## config.mk

```make
export PLATFORM = sky130hd
export DESIGN_NAME = display_dec_mux
export DESIGN_NICKNAME = d
export VERILOG_FILES = /design/src/rtl/display_dec_mux.sv
export SDC_FILE = /design/constraint.sdc
export NUM_CORES = 1
export LEC_CHECK = 0
export BUFFER_PORTS_ARGS = -buffer_cell sky130_fd_sc_hd__buf_2
export CORE_MARGIN = 5
export CORE_UTILIZATION = 40
export CTS_CLUSTER_DIAMETER = 100
export CTS_CLUSTER_SIZE = 16
export DETAILED_ROUTE_END_ITERATION = 8
export GPL_ROUTABILITY_DRIVEN = 0
export SKIP_CTS_REPAIR_TIMING = 1
export SLEW_MARGIN = 20
export SYNTH_ARGS = -nofsm -noshare
export SYNTH_HDL_FRONTEND = slang
export SYNTH_SLANG_ARGS = --single-unit
```

## constraint.sdc

```tcl
create_clock -name clk -period 5 [get_ports clk]
set_clock_uncertainty 0.15 [all_clocks]
set_input_delay 0.75 -clock clk [delete_from_list [all_inputs] [get_ports clk]]
set_output_delay 0.75 -clock clk [all_outputs]
set_load 0.02 [all_outputs]
```

## src/rtl/display_dec_mux.sv

```systemverilog
// Multiplexed 7-segment decimal display driver: NCH binary values -> BCD -> scanned digit/label glyphs.
// Latency: load accept to done = NCH*W+1 clk; new digits appear from the next scanned position after commit.
// Backpressure: load is accepted only while busy=0; a load during busy is dropped (no queueing).
//
// Ports:
//   clk   system clock           rst   async reset, active-low
//   vals  NCH packed values      load  conversion request
//   busy  conversion running     done  1-clk pulse on commit
//   sseg  segments a..g (0=on)   an    position enables, one-hot-low
//   tick  1-clk refresh strobe
module display_dec_mux #(
    parameter int NCH      = 2,
    parameter int W        = 8,
    parameter int NDIG     = 3,
    parameter int DIV_BITS = 16,
    parameter int BLANK_LZ = 1,
    localparam int NPOS    = NCH * (NDIG + 1)
) (
    input  logic              clk,
    input  logic              rst,
    input  logic [NCH*W-1:0]  vals,
    input  logic              load,
    output logic              busy,
    output logic              done,
    output logic [0:6]        sseg,
    output logic [NPOS-1:0]   an,
    output logic              tick
);

    localparam int BW  = NDIG * 4;
    localparam int CHW = (NCH > 1) ? $clog2(NCH) : 1;
    localparam int BCW = $clog2(W + 1);
    localparam int PW  = $clog2(NPOS);

    localparam longint unsigned MAX_VAL   = (64'd1 << W) - 64'd1;
    localparam longint unsigned DEC_RANGE = 64'd10 ** NDIG;

    generate
        if (NCH < 1 || NCH > 5) begin : g_bad_nch
            $error("display_dec_mux: NCH must be in 1..5");
        end
        if (DEC_RANGE <= MAX_VAL) begin : g_bad_ndig
            $error("display_dec_mux: NDIG digits cannot hold 2**W-1");
        end
    endgenerate

    typedef enum logic [1:0] {
        IDLE   = 2'd0,
        SHIFT  = 2'd1,
        COMMIT = 2'd2
    } state_t;

    // ------------------------------------------------------------------
    // Refresh prescaler
    // ------------------------------------------------------------------
    logic [DIV_BITS-1:0] div_cnt;

    always_ff @(posedge clk or negedge rst) begin
        if (!rst) begin
            div_cnt <= '0;
        end else begin
            div_cnt <= div_cnt + 1'b1;
        end
    end

    assign tick = &div_cnt;

    // ------------------------------------------------------------------
    // Conversion: double-dabble, one bit per clk, channel by channel
    // ------------------------------------------------------------------
    state_t                       state;
    logic [NCH-1:0][W-1:0]        snap;
    logic [W-1:0]                 sr;
    logic [BW-1:0]                bcd;
    logic [CHW-1:0]               ch;
    logic [BCW-1:0]               bcnt;
    logic [NCH-1:0][BW-1:0]       shadow;
    logic [NCH-1:0][BW-1:0]       disp;

    logic [W-1:0]                 cur;
    logic [BW-1:0]                bcd_adj;
    logic [BW-1:0]                bcd_nx;

    function automatic logic [BW-1:0] add3(input logic [BW-1:0] b);
        logic [BW-1:0] r;
        r = b;
        for (int d = 0; d < NDIG; d++) begin
            if (b[d*4 +: 4] >= 4'd5) begin
                r[d*4 +: 4] = b[d*4 +: 4] + 4'd3;
            end
        end
        return r;
    endfunction

    // The first bit of each channel comes straight from the snapshot so the
    // shift register never needs a separate reload cycle between channels.
    assign cur     = (bcnt == '0) ? snap[ch] : sr;
    assign bcd_adj = add3(bcd);
    assign bcd_nx  = (bcd_adj << 1) | BW'(cur[W-1]);

    always_ff @(posedge clk or negedge rst) begin
        if (!rst) begin
            state  <= IDLE;
            busy   <= 1'b0;
            done   <= 1'b0;
            snap   <= '0;
            sr     <= '0;
            bcd    <= '0;
            ch     <= '0;
            bcnt   <= '0;
            shadow <= '0;
            disp   <= '0;
        end else begin
            done <= 1'b0;
            case (state)
                IDLE: begin
                    if (load) begin
                        snap  <= vals;
                        bcd   <= '0;
                        ch    <= '0;
                        bcnt  <= '0;
                        busy  <= 1'b1;
                        state <= SHIFT;
                    end
                end
                SHIFT: begin
                    if (bcnt == BCW'(W - 1)) begin
                        shadow[ch] <= bcd_nx;
                        bcd        <= '0;
                        bcnt       <= '0;
                        if (ch == CHW'(NCH - 1)) begin
                            done  <= 1'b1;
                            state <= COMMIT;
                        end else begin
                            ch <= ch + 1'b1;
                        end
                    end else begin
                        bcd  <= bcd_nx;
                        sr   <= cur << 1;
                        bcnt <= bcnt + 1'b1;
                    end
                end
                COMMIT: begin
                    // All channels switch together; the scanner only samples
                    // disp on a tick, so one position never shows mixed data.
                    disp  <= shadow;
                    busy  <= 1'b0;
                    state <= IDLE;
                end
                default: begin
                    state <= IDLE;
                end
            endcase
        end
    end

    // ------------------------------------------------------------------
    // Scan: glyph code for the current position
    // ------------------------------------------------------------------
    logic [PW-1:0] idx;
    logic [3:0]    code;

    always_comb begin
        code = 4'hF;
        for (int c = 0; c < NCH; c++) begin
            for (int k = 0; k <= NDIG; k++) begin
                if (idx == PW'(c * (NDIG + 1) + k)) begin
                    if (k == NDIG) begin
                        code = 4'(10 + c);
                    end else if ((BLANK_LZ != 0) && (k != 0) &&
                                 ((disp[c] >> (4 * k)) == '0)) begin
                        // this digit and everything above it are zero
                        code = 4'hF;
                    end else begin
                        code = disp[c][k*4 +: 4];
                    end
                end
            end
        end
    end

    function automatic logic [0:6] seg7(input logic [3:0] g);
        logic [0:6] on;     // active-high a..g
        case (g)
            4'h0: on = 7'b1111110;
            4'h1: on = 7'b0110000;
            4'h2: on = 7'b1101101;
            4'h3: on = 7'b1111001;
            4'h4: on = 7'b0110011;
            4'h5: on = 7'b1011011;
            4'h6: on = 7'b1011111;
            4'h7: on = 7'b1110000;
            4'h8: on = 7'b1111111;
            4'h9: on = 7'b1111011;
            4'hA: on = 7'b1110111;
            4'hB: on = 7'b0011111;
            4'hC: on = 7'b1001110;
            4'hD: on = 7'b0111101;
            4'hE: on = 7'b1001111;
            default: on = 7'b0000000;
        endcase
        return ~on;
    endfunction

    // The tick shows the current index and then advances it, so the first
    // tick after reset lights position 0.
    always_ff @(posedge clk or negedge rst) begin
        if (!rst) begin
            idx  <= '0;
            an   <= '1;
            sseg <= '1;
        end else if (tick) begin
            an   <= ~(NPOS'(1) << idx);
            sseg <= seg7(code);
            idx  <= (idx == PW'(NPOS - 1)) ? '0 : idx + 1'b1;
        end
    end

endmodule

```

-- Word-level counts from Yosys, hierarchy flattened
Memory sizes are Yosys's and may differ from the RTL's.
Index checks and enable logic that the tools add are counted.
- add/sub/neg operators: 7
- $lt $le $gt $ge: 5
- equal/unequal tests: 13
- shift-type cells: 1
- muxes and demuxes: 42
- bitwise gates (word level): 4
- reduce and logical (&&, ||, !) cells: 18
- operators with widths (cell ; count):
    2-to-1 mux 4 bit ; 16
    logical NOT 12 bit ; 4
    2-to-1 mux 12 bit ; 3
    bitwise mux 24 bit ; 1
    2-to-1 mux 8 bit ; 3
    case mux 12 bit (2 select lines) ; 1
    adder 16 x 1 -> 16 bit, second input constant ; 1
    AND reduction 16 bit ; 1
    demux 12 bit (select 1 bit) ; 1
    == test 3 bit, second input constant ; 4
    >= comparator 4 x 3 -> 1 bit, second input constant ; 3
    bitwise OR 12 x 1 -> 12 bit ; 1
    AND reduction 2 bit ; 5
    adder 4 x 2 -> 4 bit, second input constant ; 2
    inverter 8 bit ; 1
    case mux 4 bit (2 select lines) ; 1
    << shifter 1 x 3 -> 8 bit, first input constant ; 1
    2-to-1 mux 1 bit ; 7
    2-to-1 mux 7 bit ; 1
    inverter 7 bit ; 1
    == test 3 x 2 -> 1 bit, second input constant ; 2
    2-to-1 mux 2 bit ; 3
    2-to-1 mux 3 bit ; 2
    != test 2 bit, second input constant ; 3
    other kinds (19) ; 22
- bits in registers: 126
- memory bits (read-only): 112
- input port bits: 19
- output and inout port bits: 18
- logic and storage cells: 108
- memories: 1
- memories (memory ; words ; width ; rd ports ; clocked after memory_dff ; write ports ; RTL line ; RTL):
    (no name shown) ; 16 ; 7 ; 1 ; 0 ; 0 ; 184 ; case (g)

-- Logic depth before layout (Yosys ltp)
Gate-level depths: netlist of the first run.
An unclocked memory read counts as a cell.
- word-level depth: 12
- mapped depth: 12
- mapped depth without buffers: 11

-- Worst setup path before layout of the first run
OpenSTA, ideal clock, no wires.
- path type: flip-flop to flip-flop
- start: reg idx[0]
- end: reg sseg[6] (netlist name)
- library setup time: 0.083 ns
- data arrival time: 2.779 ns
- data required time: 4.767 ns
- setup slack: 1.989 ns
- stages on the path, launching flop included: 13
- buffers on the path: 1
- clock period less this slack: 3.011 ns
- cell sequence: dfrtp_1 inv_1 ha_1 clkbuf_1 or3b_2 o221ai_1 o211ai_1 a211oi_2 inv_1 ha_1 mux2_2 nand3_1 nand3_1
- longest elaborated chain between the ends: 12
- elaborated cells on any way between the ends: 19
- classes of those cells: eq/ne (7); mux (9); bitwise (1); reduce/logical (1); memory (1)
- ends and longest elaborated chain (item ; RTL line ; RTL):
    from (decl) ; 160 ; logic [PW-1:0] idx;
    from (signal assigned) ; 215 ; idx <= (idx == PW'(NPOS - 1)) ? '0 : idx + 1'b1;
    logical NOT 3 bit ; 167 ; if (idx == PW'(c * (NDIG + 1) + k)) begin
    2-to-1 mux 4 bit (7 in series) ; 167 ;
    2-to-1 mux 4 bit * ; 167 ;
    memory (16 x 7 bit) * ; - ;
    2-to-1 mux 7 bit * ; 212 ; end else if (tick) begin
    inverter 7 bit * ; 202 ; return ~on;
    to (signal assigned) ; 214 ; sseg <= seg7(code);
    to (decl) ; 25 ; output logic [0:6] sseg,
Every way passes the cells marked *; elsewhere a longest branch is shown, timed or not. The select of a mux whose other input is x is not followed.
A chain may end at the register's enable or synchronous reset.

-- Worst setup path in the final report of the first run
Same ends and word-level chain as after synthesis.

==> summary.md, run 1 <==
Via count of the first global-routing pass: 4232. TritonCTS built the clock tree. The logs give 0 for the number of max-slew violations in the final report and 56 for the maximum number of pins on one net before global-route repair. For this run, design rule violations remaining after detail routing come to 0. From synthesis to final layout, the design area changed by 17.6%. The cell area that synthesis handed to floorplanning was 6030 µm².

For this configuration, the core starts out at a cell density of 41.2%. Port buffering added 36 buffers. The timing-limited maximum frequency was 0.299 GHz; the area of the placeable core was 14600 µm². For the pin with the worst max-slew slack, the measured transition is 0.910 ns. 0 antenna diodes ended up in the layout. Leakage component of the power: 3.20 nW. Counting every net in the synthesized netlist gives 580. The clock drives 126 sinks. For the worst setup path, the data required time is 5.19 ns. Headroom to the max-slew limit came out at 39.2%. The logs give 0 for the number of failing hold endpoints at the final stage and 12.0 mm for the detailed-route wire length. The number of CTS-inserted buffers came out at 17. The maximum clock insertion buffer count was 2. The run finished with clean final reports.

Walking the worst path, the cells encountered are inv_1 > ha_1 > or3b_2 > o221ai_1 > o211ai_1 > a211oi_2 > inv_1 > ha_1 > mux2_2 > nand3_1 > nand3_1. The tools report the I/O pin total as 37. In the synthesized netlist the dominant register cell turns out to be sky130_fd_sc_hd__dfrtp_1.

In this run, synthesis produced a sequential element count of 126. The logs give 44 for the cell row count and 238 for the number of design-rule violations left by the first detailed-router iteration. The post-route netlist has 26.3% of its cells at a drive strength greater than 1. At the end of the flow, the number of nets in the layout was 623. After detailed routing, the average wire length per cell comes to 15.4 µm. The proportion of total power due to net switching came out at 32.6%. The tools report the wire length of the first global-routing pass as 21.2 mm.

The first-pass iteration count of the detailed router came out at 5. In this run the mean area of a mapped cell was 11.2 µm². At the end of the flow the core is filled with cells to 48.4%. The worst setup slack for register-to-register paths is 1.65 ns. In the final layout, the multi-input gates occupy 2700 µm². The logs give 60 for the number of distinct library cells after synthesis and 19.4% for the met1 usage. Of all nets on the critical path, the largest fanout is 10. After detailed routing, the number of vias per cell comes to 5.32.

Summing over every cut layer, the via total after detailed routing is 4149. The count of flip-flops with a built-in enable after synthesis was 0. Maximum level of the CTS H-tree: 4. The residual overflow from global routing is 0, and the met3 track utilization from global routing is 4.59%.

Setup repair after global routing left no endpoint under its margin. The share of the yosys chip area belonging to registers was 52.6%. The number of antenna violations at the first check in global routing came out at 0. The tools report the end of the critical path as sseg[6]$_DFFE_PN1P_.

The startpoint identified for the worst register-to-register timing path is idx[0]$_DFFE_PN0P_. The cell area power density was 596 nW/µm². The critical path is of the register to register type.

In this run the critical register-to-register path is captured at sseg[6]$_DFFE_PN1P_. The sequential cells in the finished layout cover a total of 3170 µm². Of the available clock period, the critical path in the final layout requires 67.0%. Once placement finished, the instance area stood at 6430 µm².

The die boundary height works out to 133 µm. For the final HPWL from detailed placement, the log shows 8.35 mm. The run gives 540 as the synthesized netlist cell count. Setup violations remaining at the end of the flow were counted as 0.

Tracing the worst setup path back leads to its startpoint at idx[0]$_DFFE_PN0P_. For the finished layout, the period the worst path requires is 3.35 ns. Counting the fill cells in the layout gives 1306. The horizontal die dimension is 133 µm, and the non-filler instance count after layout is 780. The logs give 7090 µm² for the summed area of non-filler cells in the final layout and 4.22 mW for the post-route total power. The run gives 32.2% as the clock network fraction of design power. The cell at the slowest stage of the critical path was sky130_fd_sc_hd__a211oi_2. The die covers 17600 µm².

The min-delay analysis places its worst path in the category primary input to asynchronous set/reset pin. The count of nets left with antenna violations once routing finished came out at 0. For the worst flop-to-flop path, the logic depth is 11. Sequential cells account for 38.5% of the total power. The clock reaches the later pin of the worst-skew pair after 0.42 ns. The root buffer cell chosen for the clock tree is sky130_fd_sc_hd__clkbuf_16.

The total track usage came out at 14.9%. Most used routing layer in global routing: met2. The highest cell delay on the worst timing path is 0.54 ns, and the maximum vdd drop is 0.000499 V.

Cell internal power was estimated by the tool at 2.85 mW. The share of async-settable or async-resettable flops after synthesis is 100%, and the clock-pin slew reported for the worst setup and hold paths after clock tree synthesis is 0.06 ns. For met2 alone, demand over resource in global routing was 23.5%. The setup TNS after final layout came out at 0 ns.

The share of total power dissipated in combinational logic is 29.3%. Summed over all nets, the switching power comes to 1.37 mW. In this run, placement finished with an instance count of 748.

For the worst setup path, the data arrival time is 3.53 ns. The worst setup path is captured at a register. The count of max-cap constraint violations is 0, and the number of warnings issued by yosys is 0.

The worst setup path is launched from a register.
## state kept, by name (all words and copies together), names as in the netlist
register and cells:
idx 3, sseg 7, busy 1, shadow 24
an 8, sr 7, bcnt 4, ch 1
div_cnt 16, snap 16, disp 24, done 1
bcd 12, state 2
## layout by cell type (no fill, tap or decap), types with 6 or more instances in the layout
cell type,instances
sky130_fd_sc_hd__o21ai_0,45
sky130_fd_sc_hd__a21oi_1,16
sky130_fd_sc_hd__a22o_1,8
sky130_fd_sc_hd__xnor2_1,10
sky130_fd_sc_hd__dfstp_2,15
sky130_fd_sc_hd__xor2_1,6
sky130_fd_sc_hd__clkbuf_16,17
sky130_fd_sc_hd__buf_2,35
sky130_fd_sc_hd__nand2_1,54
sky130_fd_sc_hd__ha_1,21
sky130_fd_sc_hd__nand3_1,12
sky130_fd_sc_hd__mux2i_1,17
sky130_fd_sc_hd__nor2_1,24
sky130_fd_sc_hd__inv_1,24
sky130_fd_sc_hd__buf_4,8
sky130_fd_sc_hd__dfrtp_1,111
sky130_fd_sc_hd__mux2_2,55
sky130_fd_sc_hd__nor3_1,13
## synth_stat cells, types with 3 or more instances
| master | number | area (µm²) |
|---|---|---|
| sky130_fd_sc_hd__dfrtp_1 | 111 | 2780 |
| sky130_fd_sc_hd__mux2_2 | 55 | 619 |
| sky130_fd_sc_hd__nand2_1 | 54 | 203 |
| sky130_fd_sc_hd__o21ai_0 | 45 | 225 |
| sky130_fd_sc_hd__inv_1 | 24 | 90.1 |
| sky130_fd_sc_hd__nor2_1 | 24 | 90.1 |
| sky130_fd_sc_hd__ha_1 | 21 | 263 |
| sky130_fd_sc_hd__mux2i_1 | 17 | 170 |
| sky130_fd_sc_hd__a21oi_1 | 16 | 80.1 |
| sky130_fd_sc_hd__dfstp_2 | 15 | 394 |
| sky130_fd_sc_hd__clkbuf_1 | 14 | 52.6 |
| sky130_fd_sc_hd__nor3_1 | 14 | 70.1 |
| sky130_fd_sc_hd__nand3_1 | 12 | 60.1 |
| sky130_fd_sc_hd__xnor2_1 | 10 | 87.6 |
| sky130_fd_sc_hd__a22o_1 | 8 | 70.1 |
| sky130_fd_sc_hd__nor2b_1 | 6 | 37.5 |
| sky130_fd_sc_hd__xor2_1 | 6 | 52.6 |
| sky130_fd_sc_hd__a31oi_1 | 5 | 31.3 |
| sky130_fd_sc_hd__and2_1 | 5 | 31.3 |
| sky130_fd_sc_hd__nand2b_1 | 5 | 31.3 |
| sky130_fd_sc_hd__nor3b_1 | 5 | 37.5 |
| sky130_fd_sc_hd__nand4_1 | 4 | 25.0 |
| sky130_fd_sc_hd__o211ai_1 | 4 | 30.0 |
| sky130_fd_sc_hd__o31a_1 | 4 | 35.0 |
| sky130_fd_sc_hd__buf_2 | 3 | 15.0 |
| sky130_fd_sc_hd__nor4_1 | 3 | 18.8 |
| sky130_fd_sc_hd__o21ai_1 | 3 | 15.0 |
## worst max-delay path: cells and delay by family (launching register included)
family / cells / cell delay [ns]
compound gates: 3 / 0.88
simple gates: 3 / 0.66
fa+ha+maj: 2 / 0.64
flops: 1 / 0.40
mux: 1 / 0.28
buf+inv: 2 / 0.26
## how the worst min path moves through the flow
stage	to	slack, ns	cells after the start
finish	div_cnt[7]$_DFF_PN0_	0.15	1
global route	div_cnt[7]$_DFF_PN0_	0.18	1
CTS	div_cnt[6]$_DFF_PN0_	0.15	1
detailed placement	div_cnt[0]$_DFF_PN0_	0.30	1
global placement	div_cnt[0]$_DFF_PN0_	0.29	1
floorplan	div_cnt[0]$_DFF_PN0_	0.27	1
## metrics by stage
step                      hold WS, ns  setup WS, ns
after floorplan                 0.272          1.99
after global placement          0.287          1.85
after detailed placement        0.298          1.67
after CTS                       0.147          1.64
after global routing            0.176          1.39
final                           0.147          1.65
## power by group through the flow
| stage | clock [mW] | combinational (mW) | sequential (mW) |
|---|---|---|---|
| 6_report | 1.36 | 1.24 | 1.62 |
| 4_1_cts | 1.39 | 1.25 | 1.63 |
| 3_5_place_dp | 0 | 1.24 | 1.64 |
| 3_3_place_gp | 0 | 1.19 | 1.62 |
| 2_1_floorplan | 0 | 1.00 | 1.54 |
| 5_1_grt | 1.44 | 1.41 | 1.68 |
## final cells by class
class	instances	share of cell area [%]
tap	184	3.25
timing repair buffer	43	3.32
clock buffer	20	6.30
inverter	25	1.32
multi-input combinational	370	38.1
clock inverter	12	2.95
sequential	126	44.7
## metal layers
metal | part of all wire, % | up-vias
met1 | 46 | 2051
met3 | 4.0 | 12
met4 | 1.0 | 0
met5 | 0 | -
met2 | 49 | 76
li1 | - | 2010
## cell families after synthesis
logic type	Yosys count	share of synthesized area [%]
mux	72	13.1
buf+inv	44	2.80
xor+xnor	16	2.32
compound gates	113	12.3
fa+ha+maj	21	4.36
flops	126	52.6
simple gates	148	12.5
Note: power is estimated with default switching activity, not from simulation.
==> inputs of run 2 (changes only) <==
Settings changed: ABC_AREA from default to 1.
Clock period 5 ns to 2.9 ns, I/O delays scaled along.
==> run 2 against run 1 <==
Combinational power rose by 43%; hold slack got worse by 0.083 ns; critical path depth did not move; core utilization barely moved; sequential cell count did not move; critical endpoint is now tick; largest cell class unchanged.
==> summary.md, run 2 <==
The number of distinct library cells after synthesis was 36; the maximum clock insertion buffer count was 2. From bottom edge to top edge, the die measures 133 µm. Detailed placement finished with a half-perimeter wire length of 8.89 mm.

Counting flops with a built-in enable in the synthesized netlist gives 0. Of the synthesized area, sequential elements account for 52.6%. The worst min-delay path class was primary input to register. The number of nets in the synthesized netlist is 745.

The repair_antennas step left the layout with diodes totalling 0. In this run, synthesis produced a sequential element count of 126. The I/O pin total was 37; the starting density of the core was 41.2%. The horizontal die dimension is 133 µm, and the number of CTS-inserted buffers is 17.

Critical path start-end classification: register to primary output. TritonCTS built the clock tree. Summing every instance area after synthesis gives 6030 µm². The pre-CTS worst setup slack is 0.163 ns, and the share of the synthesized area in the top cell type is 46.0%. Setup violations remaining at the end of the flow were counted as 0. In the layout the commonest cells are sky130_fd_sc_hd__nand2_1, sky130_fd_sc_hd__dfrtp_1, sky130_fd_sc_hd__o21ai_0, sky130_fd_sc_hd__inv_1, sky130_fd_sc_hd__buf_2. In this run the mean area of a mapped cell was 8.56 µm².

The finished cells cover 7080 µm². In the routed layout, each cell is associated on average with a via count of 4.81. The tools report the residual overflow from global routing as 0.

The first-pass iteration count of the detailed router came out at 4. In this run the static leakage power is 3.57 nW. For the finished layout, the period the worst path requires is 2.76 ns.

Summing internal, switching and leakage power gives 6.36 mW. The startpoint of the lowest-slack hold path is vals[3]. After synthesis, the cell types taking the most area are sky130_fd_sc_hd__dfrtp_1, sky130_fd_sc_hd__nand2_1, sky130_fd_sc_hd__o21ai_0, sky130_fd_sc_hd__dfstp_2, sky130_fd_sc_hd__ha_1. The number of design-rule violations left by the first detailed-router iteration was 220. The share of async-settable or async-resettable flops after synthesis came out at 100%. At the pin with the least slew margin, the transition time is 0.618 ns. The clock reaches the later pin of the worst-skew pair after 0.41 ns. The floorplan has 44 rows. The number of max-slew violations in the final report is 0. The run gives 0.135 ns as the setup slack of the critical path after layout. The run gives 797 as the layout net count. STA classifies the critical path endpoint as a primary output.

The total clock sinks is 126. Static timing analysis puts the maximum clock frequency at 0.362 GHz. Dividing the final minimum period by the clock period gives 95.3%. After synthesis, the most frequently instantiated cells are sky130_fd_sc_hd__nand2_1, sky130_fd_sc_hd__dfrtp_1, sky130_fd_sc_hd__o21ai_0. The run gives 48 as the maximum number of pins on one net before global-route repair.

The tools report the maximum level of the CTS H-tree as 4. After detailed placement, the total cell area comes to 6450 µm². The cell area power density works out to 899 nW/µm². The flow ran to the end, and the final reports show no timing, DRC or antenna violations. Launch point of the worst reg-to-reg path: idx[1]$_DFFE_PN0P_. The tools report the overall die area as 17600 µm². The run gives 0 as the number of failing hold endpoints at the final stage. The number of warnings issued by yosys came out at 0. Setup total negative slack on the finished layout was measured at 0 ns. For the via count of the first global-routing pass, the log shows 4642. Of all cell types, the one taking the most synthesized area is sky130_fd_sc_hd__dfrtp_1. Total track usage: 14.9%. Leaving out fill and tap cells, the most frequent cell in the layout is sky130_fd_sc_hd__nand2_1.

The root buffer cell chosen for the clock tree is sky130_fd_sc_hd__clkbuf_16. The post-synthesis to final-layout area growth came out at 17.4%. The wire length per cell came out at 13.0 µm. In the final layout, the registers with the most flip-flops are disp x24, shadow x24.

The number of buffers added on ports is 36. For the number of design rule violations left after detail routing, the log shows 0. The tool flagged a number of max-cap violations equal to 0. The logs give 0 for the number of antenna violations at the first check in global routing and 14600 µm² for the area of the placeable core.

The worst-case IR drop observed on VDD is 0.000569 V. The overall via count from detail_route is 4578, and the number of fillers in the final layout is 1425. After clock tree synthesis, the clock-pin slew on the worst setup and hold paths is 0.05 ns. The most common cell in the synthesized netlist is sky130_fd_sc_hd__nand2_1. Synthesis handed over a netlist of 705 instances. The maximum fanout count along the critical path works out to 3.

The number of nets with antenna violations after detailed routing is 0, and the wire length of the first global-routing pass is 21.5 mm. The worst pin sits at a relative slew slack of 58.8%. The endpoint arrival time on the critical path was 2.18 ns. For this block, the routed nets add up to 12.4 mm of wire. The post-route netlist has 17.3% of its cells at a drive strength greater than 1. STA classifies the critical path startpoint as a register.

The run gives 48.4% as the post-layout utilization of the core. Tracing the worst setup path back leads to its startpoint at div_cnt[0]$_DFF_PN0_. The tools report the critical path data required time as 2.32 ns.

In the synthesized netlist the dominant register cell turns out to be sky130_fd_sc_hd__dfrtp_1.
## run 2: changes by cell type after synthesis, moves of 17 or more
cell and delta:
sky130_fd_sc_hd__inv_1 +40, sky130_fd_sc_hd__mux2_2 -55, sky130_fd_sc_hd__mux2i_1 -17, sky130_fd_sc_hd__o21ai_0 +34, sky130_fd_sc_hd__nand2_1 +176
## run 2: path summary, 6_finish.rpt
check                           cells after the start  slack, ns                  end
worst max-delay path                               11       0.14                 tick
min in group asynchronous                           2       0.43  disp[8]$_DFFE_PN0P_
worst min register to register                      2       0.32  sseg[3]$_DFFE_PN1P_
worst max register to register                     15       0.22  sseg[1]$_DFFE_PN1P_
worst min-delay path                                3       0.06  snap[3]$_DFFE_PN0P_
max in group asynchronous                           3       1.40  sseg[0]$_DFFE_PN1P_
## run 2: cell families (layout without fill, tap and decap cells)
logic type / after synthesis / after routing / share of synthesized area (%)
xor gates and xnor gates: 18 / 18 / 2.61
and+or+nand+nor: 326 / 326 / 24.1
DFF: 126 / 126 / 52.6
buffers and inverters: 90 / 153 / 5.60
AOI/OAI and AO/OA: 124 / 124 / 10.8
adders and majority gates: 21 / 21 / 4.36
## run 2: stage by stage
stage	hold slack, ns	cells
finish	0.0646	952
global route	0.0430	952
CTS	-0.106	947
detailed placement	0.308	917
global placement	0.307	917
floorplan	-0.0106	705
## run 2: layout make-up
class / instances / area [µm²] / area share, %
Clock buffer: 23 / 468 / 6.61
Timing Repair Buffer: 50 / 297 / 4.19
Clock inverter: 7 / 88.8 / 1.25
Inverter: 73 / 274 / 3.87
Tap cell: 184 / 230 / 3.25
Multi-Input combinational cell: 489 / 2550 / 36.0
Sequential cell: 126 / 3170 / 44.8
## run 2: layer usage
layer  share of wire (%)  track usage [%]  vias to the layer above
met5                   0                0                        -
met4                 1.4             6.18                        0
met3                 3.8             4.40                       17
met2                  48             24.7                       76
met1                  47             18.3                     2138
li1                    -                -                     2347
## run 2: critical path, stage by stage, from the launching register on
cell and delay [ns]:
sky130_fd_sc_hd__dfrtp_1 0.38, sky130_fd_sc_hd__ha_2 0.21, sky130_fd_sc_hd__nand3_2 0.10, sky130_fd_sc_hd__nand3b_4 0.19
sky130_fd_sc_hd__nor2_4 0.15, sky130_fd_sc_hd__nand4_4 0.10, sky130_fd_sc_hd__nor2_4 0.14, sky130_fd_sc_hd__nand2_2 0.07
sky130_fd_sc_hd__nor2_4 0.10, sky130_fd_sc_hd__nand2_2 0.07, sky130_fd_sc_hd__nor2_4 0.12, sky130_fd_sc_hd__buf_6 0.13
## run 2: power by group
group / total [mW] / switching, mW / internal, mW
registers: 2.58 / 0.314 / 2.27
clock network: 2.02 / 0.723 / 1.29
logic: 1.77 / 1.17 / 0.591
total: 6.36 / 2.21 / 4.15
==> inputs of run 3 (changes only) <==
Settings changed: ABC_AREA 1 to 0.
==> run 3 against run 2 <==
Setup slack improved by 0.031 ns; maximum frequency is 1.1% higher; power increased by 13%; design area increased by 1.5%; die area barely moved; combinational power is 23% higher; sequential cell count unchanged; critical path depth down 2; critical endpoint is now sseg[3]$_DFFE_PN1P_.
==> summary.md, run 3 (synthesis results as in run 1) <==
The flow ran to the end, and the final reports show no timing, DRC or antenna violations. TritonCTS created 17 clock buffers. The number of failing hold endpoints at the final stage was 0; the total clock sinks was 126. The worst min-delay path class was primary input to register.

Most repeated library cell on the critical path: sky130_fd_sc_hd__ha_1. Power spread over the standard cell area amounts to 1000 nW/µm². The number of antenna diodes in the final layout is 0. The startpoint identified for the worst register-to-register timing path is idx[0]$_DFFE_PN0P_. The number of max-slew violations in the final report is 0, and the number of buffers added on ports is 36. The logs give 49.1% for the post-layout utilization of the core and 52.5% for the remaining max-slew budget at the tightest pin.

The total track usage came out at 15.0%. The actual slew at the worst max-slew pin was 0.709 ns; the number of design-rule violations left by the first detailed-router iteration was 217. The critical path goes through ha_1 > ha_1 > or4_1 > o31a_1 > inv_1 > ha_1 > mux2i_1 > mux2_2 > o21ai_2.

The root buffer cell chosen for the clock tree is sky130_fd_sc_hd__clkbuf_16. Internal power comes to 4.84 mW. The clock-pin slew reported for the worst setup and hold paths after clock tree synthesis is 0.06 ns.

The first global-routing pass estimated 21.4 mm of wire. The routed layout has 4208 vias. For the worst setup path, the data arrival time is 2.94 ns.

Wires add up to 12.2 mm. The clock network fraction of design power was 30.8%. The worst hold path begins at vals[0].

After detailed routing, the number of vias per cell comes to 5.31. The number of antenna violations at the first check in global routing is 0, and the leakage component of the power is 3.25 nW. The final HPWL from detailed placement came out at 8.48 mm. The tools report the nature of the critical path endpoint as a register. Measured along the y axis, the die boundary spans 133 µm. On the worst path, the slowest cell contributes a delay of 0.56 ns.

The timing-limited maximum frequency was 0.366 GHz; the via count of the first global-routing pass was 4276. Sequential cells account for 38.9% of the total power. At the later pin of the worst-skew pair, clock insertion delay measures 0.42 ns.

Leaving out fill and tap cells, the most frequent cells in the layout are sky130_fd_sc_hd__dfrtp_1, sky130_fd_sc_hd__mux2_2, sky130_fd_sc_hd__nand2_1, sky130_fd_sc_hd__o21ai_0, sky130_fd_sc_hd__buf_2. The maximum clock insertion buffer count is 2, and the maximum level of the CTS H-tree is 4. In this run the critical register-to-register path is captured at sseg[3]$_DFFE_PN1P_.

The largest registers in the layout are disp x24, shadow x24. After routing, the total negative slack on setup checks comes to 0 ns. The worst setup path is of the register to register kind. The area growth from synthesis to layout is 19.2%. The share of post-route cells with drive strength above 1 was 28.9%. The die covers 17600 µm². The setup check on the worst reg-to-reg path leaves a slack of 0.17 ns.

The total overflow left after global routing is 0. Cell at the slowest stage of the critical path: sky130_fd_sc_hd__or4_1. After detailed routing, the number of remaining DRC violations is 0. For the critical path data required time, the log shows 3.10 ns. The count of nets left with antenna violations once routing finished came out at 0. Setup violations remaining at the end of the flow were counted as 0. The critical path launch point is idx[0]$_DFFE_PN0P_. Combinational logic is responsible for 30.3% of the overall power.

The tools report the cell row count as 44. The worst setup path is launched from a register. The ratio of final minimum period to clock period was 94.3%.

The library cell used most frequently in the layout, excluding fill and tap cells, is sky130_fd_sc_hd__dfrtp_1. The floorplan step defined a core boundary enclosing 14600 µm². Entering global routing, the biggest net connects 78 pins.

The count of max-cap constraint violations is 0, and the I/O pin total is 37. In this run the worst path has a maximum fanout of 5. Subtracting the final worst setup slack from the clock period gives 2.73 ns. TritonCTS built the clock tree. In this run the power spent charging and discharging nets is 2.37 mW.

The cell count of the worst reg-to-reg path works out to 9. IR analysis of the VDD net gives a maximum drop of 0.000557 V. In the final routed layout, each cell accounts on average for 15.4 µm. The completed layout was analyzed and its total power is 7.21 mW.

The run gives 41.2% as the starting density of the core. The first detailed-routing pass ran for 5 iterations. The number of cells on the worst hold path was 2; the horizontal die dimension was 133 µm.

Setup repair after global routing left no endpoint under its margin. The proportion of total power due to net switching is 32.8%, and the layout net count is 635. The hold-critical path endpoint was snap[0]$_DFFE_PN0P_.
run 3: changes by cell type in the layout (fill, tap and decap cells not counted), sizes merged, moves of 6 or more:
cell | before | now
inv | 73 | 24
o22ai | 8 | 1
nor2b | 0 | 6
nor3 | 3 | 14
xnor2 | 3 | 10
xor2 | 15 | 6
nand2 | 241 | 54
nand3 | 29 | 12
nor2 | 42 | 24
mux2i | 0 | 17
mux2 | 0 | 55
o21ai | 82 | 49
a21oi | 29 | 16
a22o | 0 | 8
run 3: worst max path at each step:
stage                          endpoint  slack, ns  cells after the start
floorplan           sseg[6]$_DFFE_PN1P_      0.008                     11
global placement    sseg[6]$_DFFE_PN1P_       0.16                     10
detailed placement  sseg[6]$_DFFE_PN1P_       0.06                     10
CTS                 sseg[6]$_DFFE_PN1P_       0.03                     10
global route        sseg[4]$_DFFE_PN1P_       0.04                      9
finish              sseg[3]$_DFFE_PN1P_       0.17                      9
run 3: final cells by class:
class,instances,area [µm²]
inverters,25,93.8
well taps,184,230
fillers,1320,7460
clock inverters,10,134
flip-flops and latches,126,3170
repair buffers,55,340
multi-input cells,370,2720
clock buffers,22,494
run 3: power groups by stage:
stage               clock network, mW  registers [mW]  logic, mW
CTS                              2.27            2.80       2.19
detailed placement                  0            2.83       2.18
global placement                    0            2.80       2.07
finish                           2.22            2.80       2.18
global route                     2.34            2.90       2.48
floorplan                           0            2.66       1.73
run 3: stage by stage:
step           hold slack (ns)  instance area (µm²)  worst slack [ns]  cells
2_1_floorplan          -0.0106                 6040           0.00761    540
3_3_place_gp             0.112                 6520             0.157    757
3_5_place_dp             0.116                 6520            0.0599    757
4_1_cts                 -0.332                 7140            0.0346    789
5_1_grt                 0.0867                 7190            0.0400    792
6_report                0.0972                 7190             0.166    792
run 3: critical path, delay by kind of cell (launching register included):
kind            cells  cell delay, ns
fa+ha+maj           3            0.75
buf+inv             1            0.16
flops               1            0.41
simple gates        1            0.56
mux                 2            0.38
compound gates      2            0.27
run 3: metal layers:
layer	wire (µm)	up-vias	part of all wire, %	GRT usage (%)
met4	157	0	1.3	5.43
met2	5820	85	48	23.2
li1	-	2030	-	-
met3	484	17	4.0	4.44
met1	5700	2076	47	19.9
met5	0	-	0	0
